### config.mk
export PLATFORM = sky130hd
export DESIGN_NAME = maxpool2d_file
export DESIGN_NICKNAME = d
export VERILOG_FILES = /design/src/rtl/pool_pkg.sv /design/src/rtl/pool_addr_gen.sv /design/src/rtl/maxpool2d_file.sv
export SDC_FILE = /design/constraint.sdc
export NUM_CORES = 1
export LEC_CHECK = 0
export CAP_MARGIN = 20
export CORE_MARGIN = 5
export CORE_UTILIZATION = 45
export CTS_CLUSTER_DIAMETER = 50
export DETAILED_ROUTE_END_ITERATION = 8
export PLACE_DENSITY = 0.71
export SLEW_MARGIN = 15
export SYNTH_ARGS = -nofsm -noshare
export SYNTH_HDL_FRONTEND = slang
export SYNTH_SLANG_ARGS = --single-unit
### constraint.sdc
create_clock -name clk -period 7.98 [get_ports clk]
set_clock_uncertainty 0.05 [all_clocks]
set_input_delay 0.798 -clock clk [delete_from_list [all_inputs] [get_ports clk]]
set_output_delay 0.798 -clock clk [all_outputs]
set_load 0.03 [all_outputs]
### src/rtl/pool_pkg.sv
// ---------------------------------------------------------------------------
// pool_pkg
// Shared definitions for the max-pool stage and its neighbours.
//   pool_state_e : sequencer states (IDLE/READ/WRITE/DONE)
//   pool_out_dim : output edge length of a pooling/conv window sweep
//   pool_n_out   : number of output elements of an NCHW tensor
// ---------------------------------------------------------------------------
package pool_pkg;

  typedef enum logic [1:0] {
    ST_IDLE  = 2'd0,
    ST_READ  = 2'd1,
    ST_WRITE = 2'd2,
    ST_DONE  = 2'd3
  } pool_state_e;

  function automatic int pool_out_dim(input int in_dim, input int pool, input int stride);
    return (in_dim - pool) / stride + 1;
  endfunction

  function automatic int pool_n_out(input int batch, input int ch, input int out_h, input int out_w);
    return batch * ch * out_h * out_w;
  endfunction

endpackage

### src/rtl/pool_addr_gen.sv
// ---------------------------------------------------------------------------
// pool_addr_gen
// Nested b/c/oh/ow (output) and kh/kw (tap) counters with the read and write
// address arithmetic of the max-pool stage. All arithmetic is ADDR_WIDTH bits.
// Ports:
//   clk         in  clock
//   rst         in  asynchronous active-low reset, clears all counters
//   i_tap_step  in  advance kw (kh on kw wrap); tap counters wrap after last tap
//   i_out_step  in  advance ow/oh/c/b; wraps to zero after the last output
//   o_rd_addr   out input-tensor address of the current tap
//   o_wr_addr   out linear index of the current output (b,c,oh,ow)
//   o_first_tap out current tap is (0,0)
//   o_last_tap  out current tap is (P-1,P-1)
//   o_last_out  out current output is the final one of the tensor
// ---------------------------------------------------------------------------
module pool_addr_gen
  import pool_pkg::*;
#(
  parameter int BATCH_SIZE  = 1,
  parameter int CHANNELS    = 1,
  parameter int IN_HEIGHT   = 2,
  parameter int IN_WIDTH    = 2,
  parameter int POOL_SIZE   = 2,
  parameter int POOL_STRIDE = 2,
  parameter int ADDR_WIDTH  = 16
) (
  input  logic                  clk,
  input  logic                  rst,
  input  logic                  i_tap_step,
  input  logic                  i_out_step,
  output logic [ADDR_WIDTH-1:0] o_rd_addr,
  output logic [ADDR_WIDTH-1:0] o_wr_addr,
  output logic                  o_first_tap,
  output logic                  o_last_tap,
  output logic                  o_last_out
);

  localparam int OUT_H = pool_out_dim(IN_HEIGHT, POOL_SIZE, POOL_STRIDE);
  localparam int OUT_W = pool_out_dim(IN_WIDTH, POOL_SIZE, POOL_STRIDE);

  localparam logic [ADDR_WIDTH-1:0] L_CH     = ADDR_WIDTH'(CHANNELS);
  localparam logic [ADDR_WIDTH-1:0] L_IH     = ADDR_WIDTH'(IN_HEIGHT);
  localparam logic [ADDR_WIDTH-1:0] L_IW     = ADDR_WIDTH'(IN_WIDTH);
  localparam logic [ADDR_WIDTH-1:0] L_S      = ADDR_WIDTH'(POOL_STRIDE);
  localparam logic [ADDR_WIDTH-1:0] L_OH     = ADDR_WIDTH'(OUT_H);
  localparam logic [ADDR_WIDTH-1:0] L_OW     = ADDR_WIDTH'(OUT_W);
  localparam logic [ADDR_WIDTH-1:0] L_B_MAX  = ADDR_WIDTH'(BATCH_SIZE - 1);
  localparam logic [ADDR_WIDTH-1:0] L_C_MAX  = ADDR_WIDTH'(CHANNELS - 1);
  localparam logic [ADDR_WIDTH-1:0] L_OH_MAX = ADDR_WIDTH'(OUT_H - 1);
  localparam logic [ADDR_WIDTH-1:0] L_OW_MAX = ADDR_WIDTH'(OUT_W - 1);
  localparam logic [ADDR_WIDTH-1:0] L_P_MAX  = ADDR_WIDTH'(POOL_SIZE - 1);

  logic [ADDR_WIDTH-1:0] r_b, r_c, r_oh, r_ow, r_kh, r_kw;
  logic [ADDR_WIDTH-1:0] w_plane;

  always_ff @(posedge clk or negedge rst) begin
    if (!rst) begin
      r_b  <= '0;
      r_c  <= '0;
      r_oh <= '0;
      r_ow <= '0;
      r_kh <= '0;
      r_kw <= '0;
    end else begin
      // kw is the inner tap loop, kh the outer one
      if (i_tap_step) begin
        if (r_kw == L_P_MAX) begin
          r_kw <= '0;
          r_kh <= (r_kh == L_P_MAX) ? '0 : r_kh + 1'b1;
        end else begin
          r_kw <= r_kw + 1'b1;
        end
      end
      // ow fastest, then oh, c, b
      if (i_out_step) begin
        if (r_ow == L_OW_MAX) begin
          r_ow <= '0;
          if (r_oh == L_OH_MAX) begin
            r_oh <= '0;
            if (r_c == L_C_MAX) begin
              r_c <= '0;
              r_b <= (r_b == L_B_MAX) ? '0 : r_b + 1'b1;
            end else begin
              r_c <= r_c + 1'b1;
            end
          end else begin
            r_oh <= r_oh + 1'b1;
          end
        end else begin
          r_ow <= r_ow + 1'b1;
        end
      end
    end
  end

  assign w_plane     = r_b * L_CH + r_c;
  assign o_rd_addr   = (w_plane * L_IH + r_oh * L_S + r_kh) * L_IW + r_ow * L_S + r_kw;
  assign o_wr_addr   = (w_plane * L_OH + r_oh) * L_OW + r_ow;
  assign o_first_tap = (r_kh == '0) && (r_kw == '0);
  assign o_last_tap  = (r_kh == L_P_MAX) && (r_kw == L_P_MAX);
  assign o_last_out  = (r_b == L_B_MAX) && (r_c == L_C_MAX) &&
                       (r_oh == L_OH_MAX) && (r_ow == L_OW_MAX);

endmodule

### src/rtl/maxpool2d_file.sv
// ---------------------------------------------------------------------------
// maxpool2d_file
// 2-D max-pool over an NCHW tensor held in a word-addressed memory; results
// are written to a second memory. One tap is read per cycle, then one write.
// Optional feature macro: POOL_RELU_EN (fused ReLU on the pooled value).
// Ports:
//   clk          in  rising-edge clock
//   rst          in  asynchronous active-low reset (aborts any operation)
//   start        in  start request, sampled only in IDLE
//   done         out 1-cycle pulse after the last write
//   valid        out high in each write cycle
//   input_addr   out read address into the input memory
//   input_data   in  read data, combinational from input_addr
//   input_en     out read enable
//   output_addr  out pooled-tensor write address
//   output_data  out pooled value
//   output_we    out write enable
//   output_en    out output memory enable
// ---------------------------------------------------------------------------
module maxpool2d_file
  import pool_pkg::*;
#(
  parameter int BATCH_SIZE  = 1,
  parameter int CHANNELS    = 1,
  parameter int IN_HEIGHT   = 2,
  parameter int IN_WIDTH    = 2,
  parameter int POOL_SIZE   = 2,
  parameter int POOL_STRIDE = 2,
  parameter int DATA_WIDTH  = 32,
  parameter int ADDR_WIDTH  = 16
) (
  input  logic                  clk,
  input  logic                  rst,
  input  logic                  start,
  output logic                  done,
  output logic                  valid,
  output logic [ADDR_WIDTH-1:0] input_addr,
  input  logic [DATA_WIDTH-1:0] input_data,
  output logic                  input_en,
  output logic [ADDR_WIDTH-1:0] output_addr,
  output logic [DATA_WIDTH-1:0] output_data,
  output logic                  output_we,
  output logic                  output_en
);

  pool_state_e           r_state;
  logic                  r_done;
  logic                  r_we;
  logic                  r_input_en;
  logic [ADDR_WIDTH-1:0] r_output_addr;
  logic [DATA_WIDTH-1:0] r_output_data;
  logic [DATA_WIDTH-1:0] r_max;

  logic [ADDR_WIDTH-1:0] w_rd_addr;
  logic [ADDR_WIDTH-1:0] w_wr_addr;
  logic                  w_first_tap;
  logic                  w_last_tap;
  logic                  w_last_out;
  logic [DATA_WIDTH-1:0] w_max_next;
  logic [DATA_WIDTH-1:0] w_out_val;

  pool_addr_gen #(
    .BATCH_SIZE  (BATCH_SIZE),
    .CHANNELS    (CHANNELS),
    .IN_HEIGHT   (IN_HEIGHT),
    .IN_WIDTH    (IN_WIDTH),
    .POOL_SIZE   (POOL_SIZE),
    .POOL_STRIDE (POOL_STRIDE),
    .ADDR_WIDTH  (ADDR_WIDTH)
  ) u_addr_gen (
    .clk         (clk),
    .rst         (rst),
    .i_tap_step  (r_state == ST_READ),
    .i_out_step  (r_state == ST_WRITE),
    .o_rd_addr   (w_rd_addr),
    .o_wr_addr   (w_wr_addr),
    .o_first_tap (w_first_tap),
    .o_last_tap  (w_last_tap),
    .o_last_out  (w_last_out)
  );

  // Tap 0 seeds the max; strict '>' keeps the earlier tap on ties.
  always_comb begin
    w_max_next = r_max;
    if (w_first_tap || ($signed(input_data) > $signed(r_max))) begin
      w_max_next = input_data;
    end
  end

`ifdef POOL_RELU_EN
  assign w_out_val = w_max_next[DATA_WIDTH-1] ? '0 : w_max_next;
`else
  assign w_out_val = w_max_next;
`endif

  always_ff @(posedge clk or negedge rst) begin
    if (!rst) begin
      r_state       <= ST_IDLE;
      r_done        <= 1'b0;
      r_we          <= 1'b0;
      r_input_en    <= 1'b0;
      r_output_addr <= '0;
      r_output_data <= '0;
      r_max         <= '0;
    end else begin
      r_done <= 1'b0;
      case (r_state)
        ST_IDLE: begin
          if (start) begin
            r_state    <= ST_READ;
            r_input_en <= 1'b1;
          end
        end
        ST_READ: begin
          r_max <= w_max_next;
          if (w_last_tap) begin
            // The final tap's compare result goes straight to the write register
            r_state       <= ST_WRITE;
            r_input_en    <= 1'b0;
            r_we          <= 1'b1;
            r_output_addr <= w_wr_addr;
            r_output_data <= w_out_val;
          end
        end
        ST_WRITE: begin
          r_we          <= 1'b0;
          r_output_addr <= '0;
          r_output_data <= '0;
          if (w_last_out) begin
            r_state <= ST_DONE;
          end else begin
            r_state    <= ST_READ;
            r_input_en <= 1'b1;
          end
        end
        ST_DONE: begin
          r_state <= ST_IDLE;
          r_done  <= 1'b1;
        end
        default: r_state <= ST_IDLE;
      endcase
    end
  end

  assign done        = r_done;
  assign valid       = r_we;
  assign output_we   = r_we;
  assign output_en   = r_we;
  assign input_en    = r_input_en;
  assign input_addr  = r_input_en ? w_rd_addr : '0;
  assign output_addr = r_output_addr;
  assign output_data = r_output_data;

endmodule

=== Yosys cells after proc, flatten, opt, wreduce, memory -nomap -nowiden ===
Cells that the tools add are included.

* Add/sub/neg operators: 13
* Multipliers: 0
* Divide/modulo/power cells: 0
* $lt $le $gt $ge: 1
* Eq/ne operators: 8
* Shift operators: 0
* Multiplexer cells: 23
* Bitwise logic cells: 0
* Reductions and logical operators: 22

{| class="wikitable"
|+ Operator list
! operator !! count
|-
| $mux 16 || 8
|-
| $add 16x1->16 const B || 6
|-
| $logic_not 16->1 || 6
|-
| $add 16x16->16 || 5
|-
| $mux 32 || 2
|-
| $pmux 32 s2 || 1
|-
| $eq 16x1->1 const B || 2
|-
| $gt 32x32->1 || 1
|-
| $pmux 16 s2 || 1
|-
| $add 15x15->15 || 2
|-
| $pmux 2 s4 || 1
|-
| $reduce_and 2->1 || 4
|-
| $reduce_and 4->1 || 2
|-
| $mux 2 || 3
|-
| $ne 2x2->1 const B || 3
|-
| $logic_and 1x1->1 || 5
|-
| $mux 1 || 5
|-
| $eq 2x2->1 const B || 2
|-
| $pmux 1 s3 || 1
|-
| $reduce_and 3->1 || 1
|-
| $reduce_bool 3->1 || 1
|-
| $eq 2x1->1 const B || 1
|-
| $logic_not 2->1 || 1
|-
| $pmux 1 s2 || 1
|-
| 2 further kinds || 2
|}

* Register bits: 181
* Bits in latches: 0
* Memory bits (writable): 0
* Bits in read-only memories: 0
* Input bits: 35
* Output and inout bits: 69
* Logic and storage cells: 80
* Memories: 0

=== Depth between registers and ports, before layout ===
* Word-level depth: 6
* Gate-level depth with buffers: 27
* Depth with buffers taken out: 27

=== Hierarchy ===
From an unflattened synthesis, not the netlist that was laid out.

* Cell total of the unflattened synthesis: 1317
* Area, all modules: 12680.9 µm²

{| class="wikitable"
|+ Modules (own cells, without submodules)
! module !! instances !! cells each !! area an instance (µm²) !! sequential area each (µm²)
|-
| pool_addr_gen || 1 || 848 || 7940.1 || 2402.3
|-
| maxpool2d_file || 1 || 469 || 4740.8 || 2127.0
|}

=== Worst setup path before layout ===
Ideal clock, no wire load.

* Path kind: reg-to-output
* Start point: reg u_addr_gen.r_c[0]
* End point: out input_addr[15]
* Arrival time: 5.362 ns
* Data required time: 7.132 ns
* Slack: 1.770 ns
* Stages on the path, launching flop included: 25
* Buffers on the path: 0
* Cell sequence: dfrtp_1 -> ha_1 -> inv_1 -> fa_1 -> nor2b_1 -> o21ai_0 -> a21boi_0 -> o21ai_0 -> a21boi_0 -> or2_2 -> a21oi_1 -> xor2_1 -> fa_1 -> inv_1 -> ha_1 -> and3_1 -> a211o_1 -> o41a_1 -> xnor2_1 -> fa_1 -> inv_1 -> ha_1 -> a21oi_1 -> a21oi_1 -> and3b_1

* Longest elaborated chain between the ends: 6

{| class="wikitable"
|+ Ends and longest elaborated chain
! item !! RTL line !! RTL
|-
| start: declaration || pool_addr_gen.sv:53 || <nowiki>logic [ADDR_WIDTH-1:0] r_b, r_c, r_oh, r_ow, r_kh, r_kw;</nowiki>
|-
| start signal: assignment || pool_addr_gen.sv:84 || <nowiki>r_c <= r_c + 1'b1;</nowiki>
|-
| $add 16x16->16 || pool_addr_gen.sv:96 || <nowiki>assign w_plane = r_b * L_CH + r_c;</nowiki>
|-
| $add 15x15->15 (2 in series) || pool_addr_gen.sv:97 || <nowiki>assign o_rd_addr = (w_plane * L_IH + r_oh * L_S + r_kh) * L_IW + r_ow * L_S + r_kw;</nowiki>
|-
| $add 16x16->16 (2 in series) || pool_addr_gen.sv:97 ||
|-
| $mux 16 || maxpool2d_file.sv:150 || <nowiki>assign input_addr = r_input_en ? w_rd_addr : '0;</nowiki>
|-
| end: declaration || maxpool2d_file.sv:37 || <nowiki>output logic [ADDR_WIDTH-1:0] input_addr,</nowiki>
|}

No other way between the ends.

=== Worst setup path in the final report ===
* Start point: reg u_addr_gen.r_c[0]
* End point: out input_addr[14]

Same word-level chain as after synthesis.

==> flow_summary.json <==
{
  "status": "finished, final reports clean",
  "crit_path_end_kind": "primary output",
  "fp.dieW_um": 178,
  "seq_area_frac_synth": 0.356,
  "p_leak_nw": 6.98,
  "nets": 1630,
  "wl_per_cell_um": 16.3,
  "rows": 61,
  "synth_simple_gate_area_frac": 0.169,
  "cp-start-kind": "flip-flop",
  "fmax_mhz": 132,
  "antenna_cells": 0,
  "p_total_mw": 3.64,
  "crit_slowest_cell": "clkdlybuf4s50_1",
  "p_sw_mw": 1.48,
  "die-area_um2": 31700,
  "placed_area_um2": 14100,
  "first_global_vias": 9557,
  "gp_congestion": 0.890,
  "initial_core_util": 0.456,
  "hold_viol": 0,
  "drv_cap": 0,
  "clkTransAtPathRegs_ns": 0.08,
  "p_int_mw": 2.16,
  "synth_top_area_frac": 0.356,
  "cts_root_buffer": "clkbuf_16",
  "avgSynthCellArea_um2": 9.38,
  "min_period_ns": 7.55,
  "synth_compound_area_frac": 0.114,
  "synth_top_family_by_area": "adder cells",
  "hold_path_class": "input port to asynchronous set/reset pin",
  "tritoncts": "yes",
  "clock_latency_ns": 0.44,
  "numPortBuffers": 103,
  "ios": 104,
  "design_area_um2": 14700,
  "firstDrtPassIters": 5,
  "drt-initial-drc-count": 652,
  "synthAdderAreaFrac": 0.171,
  "cp_max_fo": 6,
  "syn_area_um2": 12700,
  "remaining_drc_errors": 0,
  "routed.top_layer": "met4",
  "cp_top_family": "adder cells",
  "fp.dieH_um": 178,
  "grt_pass1_wl_um": 48600,
  "reg2reg_setup_slack_ns": 2.85,
  "grt_max_degree": 106,
  "vias_per_cell": 5.35,
  "ant_nets": 0,
  "relSlewSlack": 0.331,
  "syn_nets": 1536,
  "ys_ff_latch": 181,
  "cts_made_buffers": 17,
  "clockBufferDepth": 2,
  "grt_usage": 0.190,
  "critPathRequiredTime_ns": 7.13,
  "combPwrFrac": 0.423,
  "final_core_util": 0.529,
  "synthXorXnorAreaFrac": 0.0913,
  "core_area_um2": 27900,
  "r2r-start": "u_addr_gen.r_c[0]",
  "slew_viol_final": 0,
  "setup_viol": 0,
  "num_vias": 9838,
  "critPathArrivalTime_ns": 6.70,
  "wl_met2_um": 14200,
  "synth_edf_count": 0,
  "yosys_most_used_dff": "dfrtp_1",
  "min_period_over_period": 0.946,
  "crit_buf_inv": 5,
  "yosysTopAreaCell": "dfrtp_1",
  "path_class": "flip-flop to primary output",
  "wirelength_met1_um": 14200,
  "grt_overflow": 0,
  "areaGrowthSynthToFinish_pct": 15.9,
  "peakVddDrop_v": 0.000191,
  "pwr-share-clk": 0.231,
  "powerDensity_nw_per_um2": 247,
  "final_layout_size_suffix_gt1_frac": 0.0540,
  "hpwl_um": 22700,
  "yosysWarnings": 0,
  "cpPeakStageDelay_ns": 0.66,
  "muxShareOfSynthArea": 0.0270,
  "synth_cell_types": 75,
  "worstReg2RegEnd": "output_addr[15]",
  "tightest_slew_ns": 1.00,
  "route.met3.wl_um": 974,
  "tns_ns": 0,
  "async_flop_share": 1.00,
  "switching_share": 0.407,
  "wirelength_um": 29900,
  "antenna_found_initial": 0,
  "whs_ns": 0.367,
  "synth.area.top_cells": "dfrtp_1 36%, ha_1 9.8%, fa_1 7.2%, xnor2_1 6.5%, inv_1 5.7%",
  "cts.htree.levels": 4,
  "worst_r2r_path_depth": 22,
  "cts_num_sinks": 181,
  "postSynthCellCount": 1355,
  "seqPwrFrac": 0.346,
  "grt_setup_unrepaired": "false",
  "fillers": 2514
}
[synthesized netlist by cell type (all sizes together) (4+ instances only)]
cell / number
nor4: 25
xnor2: 96
dfrtp: 181
o22ai: 33
a211o: 6
mux2i: 32
xor2: 33
or2: 4
a31oi: 4
nand3: 87
nor3: 27
a21oi: 46
ha: 100
o21ai: 92
and2: 20
nor2b: 14
nand4: 25
inv: 194
clkbuf: 17
buf: 19
or3: 6
o21bai: 5
nand2: 98
a211oi: 5
o31ai: 6
o21a: 5
nor2: 55
and4: 7
a21o: 14
fa: 46
nand2b: 6
and3: 13
[cells in the final DEF (no fill, tap or decap), types with 4 or more instances in the layout]
| cell | count |
|---|---|
| o21ai_0 | 79 |
| and2_1 | 19 |
| fa_1 | 46 |
| dfrtp_1 | 181 |
| a21o_1 | 14 |
| xnor2_1 | 95 |
| a21oi_1 | 46 |
| inv_1 | 194 |
| xor2_1 | 32 |
| clkdlybuf4s50_1 | 101 |
| o21bai_1 | 5 |
| o21ai_1 | 13 |
| and3_1 | 12 |
| nor2b_1 | 13 |
| inv_8 | 5 |
| buf_4 | 7 |
| o31ai_1 | 6 |
| nor3_1 | 25 |
| o22ai_1 | 33 |
| a211o_1 | 6 |
| nand2b_1 | 4 |
| or3_1 | 6 |
| nand4_1 | 23 |
| nand3_2 | 4 |
| nand3_1 | 82 |
| nor2_1 | 50 |
| clkbuf_16 | 17 |
| o21a_1 | 5 |
| ha_1 | 100 |
| and4_1 | 7 |
| mux2i_1 | 32 |
| nor4_1 | 21 |
| inv_6 | 6 |
| nand2_1 | 97 |
[worst max path at each step]
stage | cells past startpoint | end | slack, ns | from
global route | 27 | input_addr[14] | 0.05 | u_addr_gen.r_c[0]
global placement | 25 | input_addr[15] | 0.83 | u_addr_gen.r_c[0]
CTS | 26 | input_addr[15] | 0.23 | u_addr_gen.r_c[0]
detailed placement | 26 | input_addr[15] | 0.74 | u_addr_gen.r_c[0]
finish | 27 | input_addr[14] | 0.43 | u_addr_gen.r_c[0]
floorplan | 24 | input_addr[15] | 1.77 | u_addr_gen.r_c[0]
[sequential cells by signal, indices dropped and copies added (netlist names)]
| signal | cells |
|---|---|
| output_data | 32 |
| r_max | 32 |
| output_addr | 16 |
| u_addr_gen.r_b | 16 |
| u_addr_gen.r_c | 16 |
| u_addr_gen.r_kh | 16 |
| u_addr_gen.r_kw | 16 |
| u_addr_gen.r_oh | 16 |
| u_addr_gen.r_ow | 16 |
| r_state | 2 |
| done | 1 |
| input_en | 1 |
| output_en | 1 |
[layout make-up]
class                      count  area [um2]  area share
timing repair buffer         111        1120      0.0758
tap                          378         473      0.0321
sequential                   181        4530       0.307
clock buffer                  18         429      0.0291
inverter                     194         728      0.0494
multi-input combinational    944        7300       0.496
clock inverter                14         150      0.0102
[timing repair]
| action | in CTS | in global routing |
|---|---|---|
| setup buffers | 0 | 2 |
| gates resized for setup | 0 | 2 |
| endpoints found under the setup margin | 0 | 2 |
| hold buffers | 0 | 0 |
[metal layers]
layer / track usage / vias to the layer above
met5: 0 / -
met4: 0.0483 / 0
met3: 0.0261 / 32
met2: 0.307 / 151
met1: 0.271 / 4847
li1: - / 4808
[power by group through the flow]
stage                     Sequential (mW)  Clock [mW]  Combinational (mW)
after floorplan                      1.40           0               0.945
after global placement               1.27           0                1.51
after detailed placement             1.28           0                1.55
after CTS                            1.26       0.858                1.55
after global routing                 1.29       0.899                1.69
final                                1.26       0.842                1.54
[metrics by stage]
step | setup WS, ns | instances
6_report | 0.429 | 1840
5_1_grt | 0.0471 | 1840
4_1_cts | 0.228 | 1837
3_5_place_dp | 0.737 | 1805
3_3_place_gp | 0.833 | 1805
2_1_floorplan | 1.77 | 1355
[cells by family (layout without fill, tap and decap cells)]
family	Yosys count	count (layout)
DFF	181	181
xor gates and xnor gates	130	130
muxes	34	34
AOI/OAI and AO/OA	236	236
buffers and inverters	230	337
and+or+nand+nor	398	398
adders and majority gates	146	146
(Power assumes the default switching activity.)
